**src/rtl/wbfetch_arbiter_pkg.sv**
```systemverilog
// wbfetch_arbiter_pkg
// Shared definitions for the two-requester Wishbone fetch arbiter:
//   owner_t  - registered bus owner (IDLE / OWN_A / OWN_B)
//   WB_AW    - default bus word-address width
//   WB_DW    - default bus data width (WB_DW/8 byte selects)
package wbfetch_arbiter_pkg;

    typedef enum logic [1:0] {
        IDLE  = 2'b00,
        OWN_A = 2'b01,
        OWN_B = 2'b10
    } owner_t;

    localparam int unsigned WB_AW = 24;
    localparam int unsigned WB_DW = 32;

endpackage

```
**src/rtl/wbfetch_arb_mux.sv**
```systemverilog
// wbfetch_arb_mux
// Combinational owner-indexed request mux and response demux.
// Ports:
//   i_owner                    current registered bus owner
//   i_a_* / i_b_*              requester cyc/stb/we/addr/data/sel
//   o_a_* / o_b_*              per-requester stall/ack/err
//   o_wb_*                     shared master-port request fields
//   i_wb_stall/ack/err/data    slave responses
//   o_data                     read data broadcast (= i_wb_data)
module wbfetch_arb_mux
    import wbfetch_arbiter_pkg::*;
#(
    parameter int unsigned AW               = WB_AW,
    parameter int unsigned DW               = WB_DW,
    parameter bit          OPT_ZERO_ON_IDLE = 1'b1
) (
    input  owner_t              i_owner,
    input  logic                i_a_cyc,
    input  logic                i_a_stb,
    input  logic                i_a_we,
    input  logic [AW-1:0]       i_a_addr,
    input  logic [DW-1:0]       i_a_data,
    input  logic [DW/8-1:0]     i_a_sel,
    output logic                o_a_stall,
    output logic                o_a_ack,
    output logic                o_a_err,
    input  logic                i_b_cyc,
    input  logic                i_b_stb,
    input  logic                i_b_we,
    input  logic [AW-1:0]       i_b_addr,
    input  logic [DW-1:0]       i_b_data,
    input  logic [DW/8-1:0]     i_b_sel,
    output logic                o_b_stall,
    output logic                o_b_ack,
    output logic                o_b_err,
    output logic                o_wb_cyc,
    output logic                o_wb_stb,
    output logic                o_wb_we,
    output logic [AW-1:0]       o_wb_addr,
    output logic [DW-1:0]       o_wb_data,
    output logic [DW/8-1:0]     o_wb_sel,
    input  logic                i_wb_stall,
    input  logic                i_wb_ack,
    input  logic                i_wb_err,
    input  logic [DW-1:0]       i_wb_data,
    output logic [DW-1:0]       o_data
);

    assign o_data = i_wb_data;

    always_comb begin
        o_wb_cyc  = 1'b0;
        o_wb_stb  = 1'b0;
        o_wb_we   = 1'b0;
        if (OPT_ZERO_ON_IDLE) begin
            o_wb_addr = '0;
            o_wb_data = '0;
            o_wb_sel  = '0;
        end else begin
            o_wb_addr = i_a_addr;
            o_wb_data = i_a_data;
            o_wb_sel  = i_a_sel;
        end
        o_a_stall = 1'b1;
        o_a_ack   = 1'b0;
        o_a_err   = 1'b0;
        o_b_stall = 1'b1;
        o_b_ack   = 1'b0;
        o_b_err   = 1'b0;

        // Responses are qualified with the owner's cyc: a response arriving
        // as the owner drops cyc belongs to an abandoned cycle and is dropped.
        case (i_owner)
            OWN_A: begin
                o_wb_cyc  = i_a_cyc;
                o_wb_stb  = i_a_stb;
                o_wb_we   = i_a_we;
                o_wb_addr = i_a_addr;
                o_wb_data = i_a_data;
                o_wb_sel  = i_a_sel;
                o_a_stall = i_wb_stall;
                o_a_ack   = i_wb_ack && i_a_cyc;
                o_a_err   = i_wb_err && i_a_cyc;
            end
            OWN_B: begin
                o_wb_cyc  = i_b_cyc;
                o_wb_stb  = i_b_stb;
                o_wb_we   = i_b_we;
                o_wb_addr = i_b_addr;
                o_wb_data = i_b_data;
                o_wb_sel  = i_b_sel;
                o_b_stall = i_wb_stall;
                o_b_ack   = i_wb_ack && i_b_cyc;
                o_b_err   = i_wb_err && i_b_cyc;
            end
            default: ;
        endcase
    end

endmodule

```
**src/rtl/wbfetch_arbiter.sv**
```systemverilog
// wbfetch_arbiter
// Two-requester pipelined Wishbone arbiter. Requester A (video line fetch)
// and requester B share one master port; ownership lasts a whole bus cycle
// and every hand-over passes through at least one IDLE cycle.
// Ports:
//   i_clk, i_reset             clock, synchronous active-high reset
//   i_a_* / o_a_*              requester A request fields and stall/ack/err
//   i_b_* / o_b_*              requester B request fields and stall/ack/err
//   o_wb_* / i_wb_*            shared master port
//   o_data                     read data broadcast to both requesters
// Build option:
//   WBFETCH_ARBITER_ROUND_ROBIN_EN - on contention in IDLE grant the
//   requester that did not own last; otherwise A always wins.
module wbfetch_arbiter
    import wbfetch_arbiter_pkg::*;
#(
    parameter int unsigned AW               = WB_AW,
    parameter int unsigned DW               = WB_DW,
    parameter bit          OPT_ZERO_ON_IDLE = 1'b1
) (
    input  logic                i_clk,
    input  logic                i_reset,
    input  logic                i_a_cyc,
    input  logic                i_a_stb,
    input  logic                i_a_we,
    input  logic [AW-1:0]       i_a_addr,
    input  logic [DW-1:0]       i_a_data,
    input  logic [DW/8-1:0]     i_a_sel,
    output logic                o_a_stall,
    output logic                o_a_ack,
    output logic                o_a_err,
    input  logic                i_b_cyc,
    input  logic                i_b_stb,
    input  logic                i_b_we,
    input  logic [AW-1:0]       i_b_addr,
    input  logic [DW-1:0]       i_b_data,
    input  logic [DW/8-1:0]     i_b_sel,
    output logic                o_b_stall,
    output logic                o_b_ack,
    output logic                o_b_err,
    output logic                o_wb_cyc,
    output logic                o_wb_stb,
    output logic                o_wb_we,
    output logic [AW-1:0]       o_wb_addr,
    output logic [DW-1:0]       o_wb_data,
    output logic [DW/8-1:0]     o_wb_sel,
    input  logic                i_wb_stall,
    input  logic                i_wb_ack,
    input  logic                i_wb_err,
    input  logic [DW-1:0]       i_wb_data,
    output logic [DW-1:0]       o_data
);

    owner_t owner;
`ifdef WBFETCH_ARBITER_ROUND_ROBIN_EN
    owner_t last_owner;
`endif

    // Grants are only issued from IDLE, so dropping cyc always costs one
    // idle bus cycle before the other requester can take over.
    always_ff @(posedge i_clk) begin
        if (i_reset) begin
            owner <= IDLE;
`ifdef WBFETCH_ARBITER_ROUND_ROBIN_EN
            last_owner <= OWN_B;
`endif
        end else begin
            case (owner)
                IDLE: begin
`ifdef WBFETCH_ARBITER_ROUND_ROBIN_EN
                    if (i_a_cyc && (!i_b_cyc || last_owner == OWN_B)) begin
                        owner      <= OWN_A;
                        last_owner <= OWN_A;
                    end else if (i_b_cyc) begin
                        owner      <= OWN_B;
                        last_owner <= OWN_B;
                    end
`else
                    if (i_a_cyc)
                        owner <= OWN_A;
                    else if (i_b_cyc)
                        owner <= OWN_B;
`endif
                end
                OWN_A:   if (!i_a_cyc) owner <= IDLE;
                OWN_B:   if (!i_b_cyc) owner <= IDLE;
                default: owner <= IDLE;
            endcase
        end
    end

    wbfetch_arb_mux #(
        .AW               (AW),
        .DW               (DW),
        .OPT_ZERO_ON_IDLE (OPT_ZERO_ON_IDLE)
    ) u_mux (
        .i_owner    (owner),
        .i_a_cyc    (i_a_cyc),
        .i_a_stb    (i_a_stb),
        .i_a_we     (i_a_we),
        .i_a_addr   (i_a_addr),
        .i_a_data   (i_a_data),
        .i_a_sel    (i_a_sel),
        .o_a_stall  (o_a_stall),
        .o_a_ack    (o_a_ack),
        .o_a_err    (o_a_err),
        .i_b_cyc    (i_b_cyc),
        .i_b_stb    (i_b_stb),
        .i_b_we     (i_b_we),
        .i_b_addr   (i_b_addr),
        .i_b_data   (i_b_data),
        .i_b_sel    (i_b_sel),
        .o_b_stall  (o_b_stall),
        .o_b_ack    (o_b_ack),
        .o_b_err    (o_b_err),
        .o_wb_cyc   (o_wb_cyc),
        .o_wb_stb   (o_wb_stb),
        .o_wb_we    (o_wb_we),
        .o_wb_addr  (o_wb_addr),
        .o_wb_data  (o_wb_data),
        .o_wb_sel   (o_wb_sel),
        .i_wb_stall (i_wb_stall),
        .i_wb_ack   (i_wb_ack),
        .i_wb_err   (i_wb_err),
        .i_wb_data  (i_wb_data),
        .o_data     (o_data)
    );

endmodule

```
**config.mk**
```make
export PLATFORM = sky130hd
export DESIGN_NAME = wbfetch_arbiter
export DESIGN_NICKNAME = d
export VERILOG_FILES = /design/src/rtl/wbfetch_arbiter_pkg.sv /design/src/rtl/wbfetch_arb_mux.sv /design/src/rtl/wbfetch_arbiter.sv
export SDC_FILE = /design/constraint.sdc
export NUM_CORES = 1
export LEC_CHECK = 0
export ABC_CLOCK_PERIOD_IN_PS = 1730
export CAP_MARGIN = 40
export CORE_AREA = 2 2 103 105
export CTS_CLUSTER_DIAMETER = 40
export DETAILED_ROUTE_END_ITERATION = 6
export DIE_AREA = 0 0 105 107
export DONT_BUFFER_PORTS = 1
export GPL_ROUTABILITY_DRIVEN = 0
export PLACE_DENSITY = 0.3
export SLEW_MARGIN = 15
export SYNTH_ARGS = -nofsm -noshare
export SYNTH_HDL_FRONTEND = slang
export SYNTH_SLANG_ARGS = --single-unit
```
**constraint.sdc**
```tcl
create_clock -name i_clk -period 1.73 [get_ports i_clk]
set_clock_uncertainty 0.2 [all_clocks]
set_input_delay 0.4325 -clock i_clk [delete_from_list [all_inputs] [get_ports i_clk]]
set_output_delay 0.4325 -clock i_clk [all_outputs]
set_load 0.005 [all_outputs]
```
Word-level counts from Yosys, hierarchy flattened

Index checks and enable logic that the tools add are counted.

Flip-flop bits (word level): 2
Bits of input ports: 163
Output and inout port bits: 101

Eq/ne operators: 5
Muxes and demuxes: 17
Reduce and logical (&&, ||, !) cells: 6

Operator list:

| kind                                                 | number |
|---|---|
| one-hot mux 32 bit (2 select lines)                  | 1 |
| one-hot mux 24 bit (2 select lines)                  | 1 |
| 2-to-1 mux 2 bit                                     | 4 |
| one-hot mux 4 bit (2 select lines)                   | 1 |
| 2-to-1 mux 1 bit                                     | 6 |
| one-hot mux 1 bit (2 select lines)                   | 3 |
| one-hot mux 2 bit (3 select lines)                   | 1 |
| logical AND 1 bit                                    | 4 |
| inequality test 2 bit (second input constant)        | 2 |
| inequality test 3 bit (second input constant)        | 1 |
| AND reduction 3 bit                                  | 1 |
| equality test 2 x 1 -> 1 bit (second input constant) | 1 |
| equality test 2 bit (second input constant)          | 1 |
| logical NOT 2 bit                                    | 1 |

Logic depth before layout (Yosys ltp)

Gate-level depths: netlist (run 1).

Word-level depth: 3
Mapped depth: 6
Mapped depth without buffers: 5

By module

From an unflattened synthesis (run 1), not the netlist that was laid out.

Cells, all modules: 195
Area, all modules: 1471.4 um^2

Modules (own cells, without submodules):

| module          | times used | cells each | area each (um^2) | seq. area each (um^2) |
|---|---|---|---|---|
| wbfetch_arb_mux | 1          | 190        | 1396.3           | 0.0 |
| wbfetch_arbiter | 1          | 5          | 75.1             | 40.0 |

Worst setup path after synthesis (run 1)

No wires, ideal clock.

Path type: register -> output
Start point: register owner[1]
End point: output port o_wb_addr[0]
Data arrival time: 1.150 ns
Path slack: -0.053 ns
Stages on the path, launching flop included: 5
Buffers on the path: 1
Cells stage by stage: dfxtp_1 inv_1 ha_1 clkbuf_1 nor2b_1

Cells in the longest elaborated chain, start to end: 2

RTL lines:

| item                                                                | line                  | text |
|---|---|---|
| from (decl)                                                         | wbfetch_arbiter.sv:54 | `owner_t owner;` |
| from (signal assigned)                                              | wbfetch_arbiter.sv:63 | `owner <= IDLE;` |
| from (signal assigned)                                              | wbfetch_arbiter.sv:80 | `owner <= OWN_A;` |
| from (signal assigned)                                              | wbfetch_arbiter.sv:82 | `owner <= OWN_B;` |
| equality test 2 bit or equality test 2 x 1 -> 1 bit (tied branches) | wbfetch_arb_mux.sv:73 | `case (i_owner)` |
| one-hot mux 24 bit (2 select lines) *                               | wbfetch_arb_mux.sv:73 |  |
| to (decl)                                                           | wbfetch_arbiter.sv:44 | `output logic [AW-1:0] o_wb_addr,` |

Mark *: on every way between the ends. The rest lies on a longest branch, timed or not.

Final worst setup path (run 1)

Start point: register owner[0]
End point: output port o_wb_data[0]

Cells in the longest elaborated chain, start to end: 2

RTL lines:

| item                                                                | line                  | text |
|---|---|---|
| equality test 2 bit or equality test 2 x 1 -> 1 bit (tied branches) | wbfetch_arb_mux.sv:73 |  |
| one-hot mux 32 bit (2 select lines) *                               | wbfetch_arb_mux.sv:73 |  |
| to (decl)                                                           | wbfetch_arbiter.sv:45 | `output logic [DW-1:0] o_wb_data,` |

Marked as above.

==> results of run 1 <==
[worst max-delay path by stage]
stage / slack (ns) / start / end
3_3_place_gp: -0.1 / owner[0] / o_wb_data[0]
5_1_grt: -0.28 / owner[0] / o_wb_data[22]
6_report: -0.22 / owner[0] / o_wb_data[0]
4_1_cts: -0.24 / owner[0] / o_wb_addr[19]
3_5_place_dp: -0.10 / owner[0] / o_wb_data[0]
2_1_floorplan: 0.003 / owner[1] / o_wb_addr[0]
[cell usage in the layout, fill, tap and decap left out, drive strengths merged]
cell type  count
a21oi          1
a211oi         2
dfxtp          2
and3           4
nor2b         63
a41o           1
buf           12
a22oi         63
inv            3
clkbuf         5
ha             4
nand2b         4
[repair_timing]
action                     in CTS  in global routing
pin swaps                       1                  2
resized for setup              64                 12
setup buffers                   0                  2
setup endpoints to repair      70                 70
gates cloned                    1                  2
[logic make-up (layout without fill, tap and decap cells)]
group	after synthesis	after routing	synth area share [%]
buffers and inverters	55	20	26.67
flip-flops	2	2	2.780
AND/OR/NAND/NOR	71	71	30.84
AO/OA/AOI/OAI	67	67	36.23
adder cells (fa/ha/maj)	4	4	3.475
[critical path, stage by stage, from the launching register on]
cell and delay [ns]:
dfxtp_4 0.35, inv_6 0.07, ha_4 0.22, clkbuf_16 0.21, a22oi_2 0.10, nor2b_4 0.15
[cells in the mapped netlist]
master / count / area, um^2
nor2b_1: 63 / 394.1
a22oi_1: 62 / 465.5
buf_4: 33 / 247.7
buf_2: 7 / 35.03
buf_6: 6 / 67.56
clkbuf_1: 6 / 22.52
and3_1: 4 / 25.02
ha_1: 4 / 50.05
nand2b_1: 4 / 25.02
inv_1: 3 / 11.26
dfxtp_1: 2 / 40.04
a211oi_1: 1 / 7.510
a211oi_2: 1 / 12.51
a21oi_1: 1 / 5.000
a22oi_4: 1 / 21.27
a41o_1: 1 / 10.01
[through the flow]
step / setup TNS [ns] / worst slack, ns
finish: -12.16 / -0.2177
global placement: -0.3771 / -0.09782
detailed placement: -0.5922 / -0.1008
global route: -16.28 / -0.2834
floorplan: 0 / 0.003018
CTS: -13.00 / -0.2378
[area by class of cell]
class                   count  area, um^2  share of cell area (%)
clock buffers               3       41.29                   2.257
repair buffers             14       246.5                   13.47
multi-input cells         142        1305                   71.34
inverters                   3       18.77                   1.026
flip-flops and latches      2       47.55                   2.599
well taps                 136       170.2                   9.302
[layer usage]
layer / wire length (um) / up-vias
li1: - / 614
met2: 3184 / 107
met5: 0 / -
met4: 72 / 0
met3: 387 / 12
met1: 1799 / 661
[power by group through the flow]
stage | Combinational (mW) | Clock, mW | Sequential [mW]
floorplan | 0.557 | 0 | 0.0574
global route | 0.854 | 0.191 | 0.0644
CTS | 0.738 | 0.187 | 0.0622
global placement | 0.609 | 0 | 0.0577
finish | 0.794 | 0.180 | 0.0634
detailed placement | 0.617 | 0 | 0.0579
==> metrics.md, run 1 <==
| Metric | Value |
|---|---|
| CTS hold repair buffers | `0` |
| CP Data Required Time | `1.10 ns` |
| Grt ovf | `0` |
| Pin count of the biggest net entering global routing | `37` |
| PwrDens | `567.4 mW/mm^2` |
| Syn_area_per_cell | `7.237 um^2` |
| Seq/Total Area, Yosys | `2.780%` |
| Fin crit share | `112.6%` |
| Comb power frac | `76.5%` |
| Reg clk slew, reported paths | `0.03 ns` |
| Routed Antenna Nets | `0` |
| WHS | `0.08406 ns` |
| Max rail drop VDD | `225.4 uV` |
| CP max FO | `17` |
| GRT Overall Usage | `7.471%` |
| PortBufs | `0` |
| Dpl hpwl | `3778 um` |
| Worst slew pin tran | `0.1941 ns` |
| Switching power | `0.4201 mW` |
| Reg-to-reg slack, setup | `-0.06 ns` |
| Starting Density | `14.27%` |
| Synth cell types | `16` |
| Total design power | `1.038 mW` |
| Routed WL per cell | `18.15 um` |
| CP Class | `flip-flop to primary output` |
| Core Box Area | `0.01009 mm^2` |
| M2 GR Usage | `15.77%` |
| WP data arrival | `1.32 ns` |
| Clk network pwr share | `17.4%` |
| Fin util | `18.13%` |
| P_int | `0.6179 mW` |
| Outcome | `finished, violations left` |
| N_diodes | `0` |
| Min-delay src | `i_reset` |
| Hold path endpoint | `owner[1]` |
| Post-Layout Inst Area | `0.001829 mm^2` |
| Synth warn | `0` |
| Total CTS buffers | `3` |
| Fin crit period | `1.948 ns` |
| Critical path launch point type | `flip-flop` |
| Met3 GRT Util | `1.641%` |
| Vias in the first global route | `1311` |
| Antenna violations before repair | `0` |
| RSZ-0062 raised after global routing | `true` |
| Worst R2R Path Depth | `8` |
| Drt first-iter violations | `31` |
| Largest regs | `owner (2)` |
| MaxCap Viol Count | `0` |
| Highest Clock Rate | `0.5134 GHz` |
| Root Buffer | `clkbuf_8` |
| Slew headroom | `87.06%` |
| Flop pwr share | `6.1%` |
| Synthesized area | `0.001440 mm^2` |
| DR DRC count | `0` |
| Final hold vios | `0` |
| Syn Nets | `366` |
| Vias per cell | `4.647` |
| Max Slew Vio Count | `0` |
| GR Util met1 | `6.927%` |
| CTS tree | `built` |
| Worst Slack Setup Final | `-0.2177 ns` |
| Max FFs per register | `2` |
| Share of cells above drive strength 1 | `53.05%` |
| Via count | `1394` |
| Net count of the finished layout | `333` |
| CTS Sinks | `2` |
| Clk buf depth | `2` |
| Finished Layout Cells | `300` |
| CP Capture Type | `primary output` |
| Hold Path Stages | `1` |
| Gr busiest metal | `met2` |
| H-Tree Depth | `1` |
| Clk_lat worst skew | `0.21 ns` |
| Site Rows | `37` |
| Worst hold path class | `input port to flip-flop` |
| FF-to-FF Start | `owner[0]` |
| Mapped Cells | `199` |
| Failing checks | `setup timing` |
| Endpoints failing setup | `71` |
| 1st-pass router iterations | `4` |
| Sw frac | `40.47%` |
| P_leak | `0.4511 nW` |
| Dpl cell area | `0.001406 mm^2` |
| Reg-to-Reg End | `owner[1]` |
| Area grow syn2layout | `27.02%` |
| WL final | `5444 um` |
| Largest reg by FF count | `owner` |
| First-pass GRT wire length | `6775 um` |
| Die Area | `0.01124 mm^2` |
| Die width | `105 um` |
| Synth Register Bits | `2` |
| Chip Height | `107 um` |
| I/O pin cnt | `264` |
| Inst Count DP | `293` |
| Filler cells | `1127` |
Power figures use the tool's default switching activity.
==> run 2, diff against run 1 <==
--- a/config.mk
+++ b/config.mk
@@ -14,6 +14,7 @@
 export DONT_BUFFER_PORTS = 1
 export GPL_ROUTABILITY_DRIVEN = 0
 export PLACE_DENSITY = 0.3
+export SETUP_SLACK_MARGIN = 0.3
 export SLEW_MARGIN = 15
 export SYNTH_ARGS = -nofsm -noshare
 export SYNTH_HDL_FRONTEND = slang
==> metrics.md, run 2 (synthesis results as in run 1) <==
| Metric | Value |
|---|---|
| Vias in the first global route | `1372 (was 1311)` |
| Commonest cells after routing, fill and taps aside | `nor2b_1 (39), a22oi_2 (36), a22oi_1 (26) (was nor2b_1 (35), a22oi_1 (34), a22oi_2 (28))` |
| Routed Antenna Nets | `0 (unchanged)` |
| Total CTS buffers | `3 (unchanged)` |
| Root Buffer | `clkbuf_8 (unchanged)` |
| Crit path cell chain | `inv_4 > ha_4 > a22oi_1 > nor2b_2 > buf_4 (was inv_6 > ha_4 > clkbuf_16 > a22oi_2 > nor2b_4)` |
| CP Class | `flip-flop to primary output (unchanged)` |
| WL final | `6341 um (was 5444 um)` |
| GRT Overall Usage | `9.354% (was 7.471%)` |
| CP max FO | `7 (was 17)` |
| Chip Height | `107 um (unchanged)` |
| Worst Slack Setup Final | `-0.2753 ns (was -0.2177 ns)` |
| First-pass GRT wire length | `8121 um (was 6775 um)` |
| 1st-pass router iterations | `4 (unchanged)` |
| Antenna violations before repair | `0 (unchanged)` |
| P_leak | `0.5469 nW (was 0.4511 nW)` |
| CTS hold repair buffers | `0 (unchanged)` |
| Fin crit share | `115.9% (was 112.6%)` |
| I/O pin cnt | `264 (unchanged)` |
| Die width | `105 um (unchanged)` |
| Starting Density | `14.27% (unchanged)` |
| CTS tree | `built (unchanged)` |
| Area grow syn2layout | `43.61% (was 27.02%)` |
| Outcome | `finished, violations left (unchanged)` |
| Core Box Area | `0.01009 mm^2 (unchanged)` |
| Slowest cell on the critical path | `dfxtp_4 (unchanged)` |
| Largest regs | `owner (2) (unchanged)` |
| CP Buf/Inv Count | `2 (unchanged)` |
| H-Tree Depth | `1 (unchanged)` |
| Cell family with most CP delay | `flip-flops (unchanged)` |
| Max FFs per register | `2 (unchanged)` |
| Inst Count DP | `301 (was 293)` |
| Net count of the finished layout | `347 (was 333)` |
| Fin crit period | `2.005 ns (was 1.948 ns)` |
| Drt first-iter violations | `125 (was 31)` |
| N_diodes | `0 (unchanged)` |
| Share of cells above drive strength 1 | `59.55% (was 53.05%)` |
| Largest reg by FF count | `owner (unchanged)` |
| Site Rows | `37 (unchanged)` |
| Post-Layout Inst Area | `0.002068 mm^2 (was 0.001829 mm^2)` |
| Grt ovf | `0 (unchanged)` |
| CP Capture Type | `primary output (unchanged)` |
| Clk buf depth | `2 (unchanged)` |
| Setup_tns | `-14.35 ns (was -12.16 ns)` |
| PwrDens | `573.5 mW/mm^2 (was 567.4 mW/mm^2)` |
| Die Area | `0.01124 mm^2 (unchanged)` |
| Pin count of the biggest net entering global routing | `27 (was 37)` |
| Final hold vios | `0 (unchanged)` |
| Via count | `1427 (was 1394)` |
| Worst slew pin tran | `0.2398 ns (was 0.1941 ns)` |
| MaxCap Viol Count | `0 (unchanged)` |
| CP Data Required Time | `1.10 ns (about the same)` |
| Slew headroom | `84.01% (was 87.06%)` |
| DR DRC count | `0 (unchanged)` |
| Failing checks | `setup timing (unchanged)` |
| Most common cell after layout, fill and taps aside | `nor2b_1 (unchanged)` |
| Filler cells | `1123 (was 1127)` |
| Fin util | `20.49% (was 18.13%)` |
| Max Slew Vio Count | `0 (unchanged)` |
| Vias per cell | `4.545 (was 4.647)` |
| Highest Clock Rate | `0.4987 GHz (was 0.5134 GHz)` |
| Routed WL per cell | `20.19 um (was 18.15 um)` |
| Clk_lat worst skew | `0.21 ns (about the same)` |
| WP data arrival | `1.37 ns (was 1.32 ns)` |
| Finished Layout Cells | `314 (was 300)` |
| Worst hold path class | `input port to flip-flop (unchanged)` |
| CTS Sinks | `2 (unchanged)` |
| Dpl cell area | `0.001583 mm^2 (was 0.001406 mm^2)` |
| Max rail drop VDD | `182.4 uV (was 225.4 uV)` |
| Critical Path Max Stage Delay | `0.35 ns (about the same)` |
| Endpoints failing setup | `69 (was 71)` |
| Reg clk slew, reported paths | `0.03 ns (about the same)` |
| Critical path launch point type | `flip-flop (unchanged)` |
| PortBufs | `0 (unchanged)` |
| Dpl hpwl | `4775 um (was 3778 um)` |
| Total design power | `1.186 mW (was 1.038 mW)` |
| RSZ-0062 raised after global routing | `true (unchanged)` |
-- run 2: cell types whose count changed in the layout (fill, tap and decap cells not counted), sizes merged --
cell  previous run  this run
buf             12        26
-- run 2: worst paths after layout --
path | slack (ns) | to | start | cells past startpoint
worst max register to register | 0 | owner[0] | owner[0] | 7
worst min register to register | 0.50 | owner[1] | owner[1] | 3
worst min-delay path | 0.08 | owner[1] | i_reset | 1
worst max-delay path | -0.28 | o_wb_data[2] | owner[1] | 5
-- run 2: area by class of cell --
type | count | area, um^2 | share of cell area (%)
clock buffers | 3 | 41.29 | 1.996
inverters | 3 | 16.27 | 0.7865
multi-input cells | 142 | 1360 | 65.76
flip-flops and latches | 2 | 47.55 | 2.299
well taps | 136 | 170.2 | 8.227
repair buffers | 28 | 432.9 | 20.93
-- run 2: worst register-to-register path, delay by kind of cell, from the launching register on --
kind | cells | cell delay, ns
buffers and inverters | 4 | 0.53
AOI/OAI and AO/OA | 2 | 0.33
DFF | 1 | 0.35
adders and majority gates | 1 | 0.22
-- run 2: repair_timing --
item                                    CTS  global route
endpoints found under the setup margin   71            71
gates resized for setup                  34            33
gates cloned                              2             2
buffers inserted                          6             0
pin swaps                                 2             9
-- run 2: metal layers --
layer,vias to the layer above,share of wire [%],GRT usage [%]
met5,-,0,0
li1,646,-,-
met2,94,52,16.56
met1,669,36,10.90
met3,18,8.8,2.432
met4,0,2.3,3.238
-- run 2: power breakdown --
group / leakage [nW] / switching [mW] / internal [mW] / total [mW]
clock network: 0.0216 / 0.0329 / 0.147 / 0.180
logic: 0.508 / 0.417 / 0.528 / 0.944
registers: 0.0178 / 0.00889 / 0.0532 / 0.0621
-- run 2: metrics by stage --
stage	setup slack [ns]	hold slack, ns
after global placement	-0.08200	0.2931
after floorplan	0.05197	0.2879
final	-0.2753	0.07971
after CTS	-0.2685	0.07487
after detailed placement	-0.09705	0.2910
after global routing	-0.3218	0.07837
==> run 3, diff against run 2 <==
--- a/config.mk
+++ b/config.mk
@@ -7,10 +7,10 @@
 export LEC_CHECK = 0
 export ABC_CLOCK_PERIOD_IN_PS = 1730
 export CAP_MARGIN = 40
-export CORE_AREA = 2 2 103 105
+export CORE_AREA = 2 2 101 103
 export CTS_CLUSTER_DIAMETER = 40
 export DETAILED_ROUTE_END_ITERATION = 6
-export DIE_AREA = 0 0 105 107
+export DIE_AREA = 0 0 103 105
 export DONT_BUFFER_PORTS = 1
 export GPL_ROUTABILITY_DRIVEN = 0
 export PLACE_DENSITY = 0.3
@@ -18,4 +18,5 @@
 export SLEW_MARGIN = 15
 export SYNTH_ARGS = -nofsm -noshare
 export SYNTH_HDL_FRONTEND = slang
+export SYNTH_HIERARCHICAL = 1
 export SYNTH_SLANG_ARGS = --single-unit
==> metrics.md, run 3 <==
| Metric | Value |
|---|---|
| Finished Layout Cells | `294 (was 314)` |
| Synth top area cells | `a22oi_2 (32%), buf_4 (17%), nor2_1 (16%) (was a22oi_1 (32%), nor2b_1 (27%), buf_4 (17%))` |
| Top-area cell type share of the netlist area | `32.31% (was 32.32%)` |
| CP Class | `flip-flop to primary output (unchanged)` |
| Most used cell along the critical path | `buf_12` |
| Max Slew Vio Count | `0 (unchanged)` |
| Critical Path Max Stage Delay | `0.35 ns (about the same)` |
| WL final | `4891 um (was 6341 um)` |
| Crit path cell chain | `buf_12 > ha_4 > buf_12 > a22oi_2 > nor2_4 (was inv_4 > ha_4 > a22oi_1 > nor2b_2 > buf_4)` |
| Routed Antenna Nets | `0 (unchanged)` |
| Clk_lat worst skew | `0.21 ns (about the same)` |
| Synthesized area | `0.001471 mm^2 (was 0.001440 mm^2)` |
| Filler cells | `1096 (was 1123)` |
| Async set-reset flop share out of synthesis | `0% (unchanged)` |
| Max rail drop VDD | `190.0 uV (was 182.4 uV)` |
| First-pass GRT wire length | `6506 um (was 8121 um)` |
| Final hold vios | `0 (unchanged)` |
| WP data arrival | `1.31 ns (was 1.37 ns)` |
| Syn_area_per_cell | `7.546 um^2 (was 7.237 um^2)` |
| Inst Count DP | `288 (was 301)` |
| Routed WL per cell | `16.64 um (was 20.19 um)` |
| Synth warn | `6 (was 0)` |
| Reg clk slew, reported paths | `0.03 ns (about the same)` |
| CTS hold repair buffers | `0 (unchanged)` |
| Dpl ws | `-0.05914 ns (was -0.09705 ns)` |
| Clk buf depth | `2 (unchanged)` |
| 1st-pass router iterations | `4 (unchanged)` |
| Slew headroom | `86.52% (was 84.01%)` |
| Total design power | `0.6135 mW (was 1.186 mW)` |
| Seq/Total Area, Yosys | `2.721% (was 2.780%)` |
| CTS tree | `built (unchanged)` |
| I/O pin cnt | `264 (unchanged)` |
| Dpl hpwl | `3712 um (was 4775 um)` |
| P_leak | `0.4162 nW (was 0.5469 nW)` |
| Die Area | `0.01082 mm^2 (was 0.01124 mm^2)` |
| Post-synth EDFFs | `0 (unchanged)` |
| Most common cell after layout, fill and taps aside | `a22oi_2 (was nor2b_1)` |
| Largest regs | `owner (2) (unchanged)` |
| PwrDens | `347.5 mW/mm^2 (was 573.5 mW/mm^2)` |
| Mapped Cells | `195 (was 199)` |
| GRT Overall Usage | `7.389% (was 9.354%)` |
| Vias in the first global route | `1294 (was 1372)` |
| Top cells by instance count after synthesis | `nor2_1 (63), a22oi_2 (38), buf_4 (34) (was nor2b_1 (63), a22oi_1 (62), buf_4 (33))` |
| Area of the multi-input gates | `0.001262 mm^2 (was 0.001360 mm^2)` |
| RSZ-0062 raised after global routing | `true (unchanged)` |
| Fin crit period | `1.938 ns (was 2.005 ns)` |
| Chip Height | `105 um (was 107 um)` |
| Worst hold path class | `input port to flip-flop (unchanged)` |
| CTS Sinks | `2 (unchanged)` |
| Share of cells above drive strength 1 | `75.16% (was 59.55%)` |
| Slowest cell on the critical path | `dfxtp_4 (unchanged)` |
| Die width | `103 um (was 105 um)` |
| Most common cell in the netlist | `nor2_1 (was nor2b_1)` |
| Grt ovf | `0 (unchanged)` |
| H-Tree Depth | `1 (unchanged)` |
| Starting Density | `15.26% (was 14.27%)` |
| Core Box Area | `0.009639 mm^2 (was 0.01009 mm^2)` |
| Max FFs per register | `2 (unchanged)` |
| Via count | `1358 (was 1427)` |
| Critical path launch point type | `flip-flop (unchanged)` |
| Fin crit share | `112.0% (was 115.9%)` |
| Root Buffer | `clkbuf_8 (unchanged)` |
| Synth cell types | `15 (was 16)` |
| N_diodes | `0 (unchanged)` |
| Drt first-iter violations | `44 (was 125)` |
| Net count of the finished layout | `328 (was 347)` |
| Leading area contributor after synthesis | `a22oi_2 (was a22oi_1)` |
| Pin count of the biggest net entering global routing | `33 (was 27)` |
| Commonest cells after routing, fill and taps aside | `a22oi_2 (58), nor2_2 (31), nor2_1 (29) (was nor2b_1 (39), a22oi_2 (36), a22oi_1 (26))` |
| Worst Slack Setup Final | `-0.2077 ns (was -0.2753 ns)` |
| MaxCap Viol Count | `0 (unchanged)` |
| Total setup buffers inserted after CTS | `0 (was 6)` |
| Outcome | `finished, violations left (unchanged)` |
| CP Data Required Time | `1.10 ns (about the same)` |
| Antenna violations before repair | `0 (unchanged)` |
| Syn Nets | `361 (was 366)` |
| Area grow syn2layout | `19.98% (was 43.61%)` |
| Worst slew pin tran | `0.2017 ns (was 0.2398 ns)` |
| Highest Clock Rate | `0.5161 GHz (was 0.4987 GHz)` |
| PortBufs | `0 (unchanged)` |
| Total area of sequential cells | `47.55 um^2 (unchanged)` |
| Primary FF master, synth | `dfxtp_1 (unchanged)` |
| Total CTS buffers | `3 (unchanged)` |
| DR DRC count | `0 (unchanged)` |
| Largest reg by FF count | `owner (unchanged)` |
| CP max FO | `24 (was 7)` |
| Synth Register Bits | `2 (unchanged)` |
| Endpoints failing setup | `68 (was 69)` |
| Failing checks | `setup timing (unchanged)` |
| CP Capture Type | `primary output (unchanged)` |
| Site Rows | `36 (was 37)` |
| Vias per cell | `4.619 (was 4.545)` |
[run 3: area by class of cell]
class | instances | share of cell area [%]
inverters | 2 | 0.5670
clock buffers | 4 | 2.551
flip-flops and latches | 2 | 2.693
well taps | 133 | 9.426
multi-input cells | 138 | 71.51
repair buffers | 15 | 13.25
[run 3: final timing paths]
| check | to | slack, ns | cells after the start | startpoint |
|---|---|---|---|---|
| setup / recovery | o_wb_addr[15] | -0.21 | 5 | owner[0] |
| hold reg to reg | owner[1] | 0.35 | 2 | owner[0] |
| setup reg to reg | owner[1] | 0.68 | 3 | owner[1] |
| hold / removal | owner[0] | 0.08 | 1 | i_reset |
[run 3: critical path: cells and delay by family, from the launching register on]
family | cells | cell delay [ns]
flops | 1 | 0.35
buf+inv | 2 | 0.28
compound gates | 1 | 0.21
fa+ha+maj | 1 | 0.17
simple gates | 1 | 0.06
[run 3: what timing repair did]
action / CTS / global route
pin swaps: 0 / 3
setup endpoints to repair: 69 / 69
gates resized for setup: 13 / 26
cloned: 0 / 2
[run 3: cell families (layout without fill, tap and decap cells)]
logic type | Yosys count | after routing | share of synthesized area [%]
adder cells (fa/ha/maj) | 3 | 3 | 2.551
flip-flops | 2 | 2 | 2.721
AO/OA/AOI/OAI | 63 | 63 | 45.07
AND/OR/NAND/NOR | 72 | 72 | 21.00
buffers and inverters | 55 | 21 | 28.66
[run 3: layer usage]
layer / up-vias / wire length, um / track usage, %
met5: - / 0 / 0
met4: 0 / 106 / 3.008
met3: 14 / 490 / 1.070
met2: 116 / 2639 / 14.01
met1: 628 / 1655 / 7.902
li1: 600 / - / -
[run 3: power by group]
part	switching (mW)	internal (mW)	total [mW]	leakage, nW
sequential	0.00489	0.0477	0.0526	0.0178
clock	0.0400	0.157	0.196	0.0228
combinational	0.199	0.165	0.364	0.376
[run 3: stage by stage]
| stage | cell area (um^2) | hold WS, ns | utilization [%] | setup TNS, ns |
|---|---|---|---|---|
| 2_1_floorplan | 1673 | 0.2179 | - | 0 |
| 3_5_place_dp | 1549 | 0.2999 | 16.07 | -1.115 |
| 5_1_grt | 1765 | 0.07968 | 18.32 | -16.21 |
| 3_3_place_gp | 1549 | 0.2999 | 16.07 | -0.3965 |
| 6_report | 1765 | 0.08381 | 18.32 | -11.76 |
| 4_1_cts | 1633 | 0.07757 | 16.94 | -12.79 |
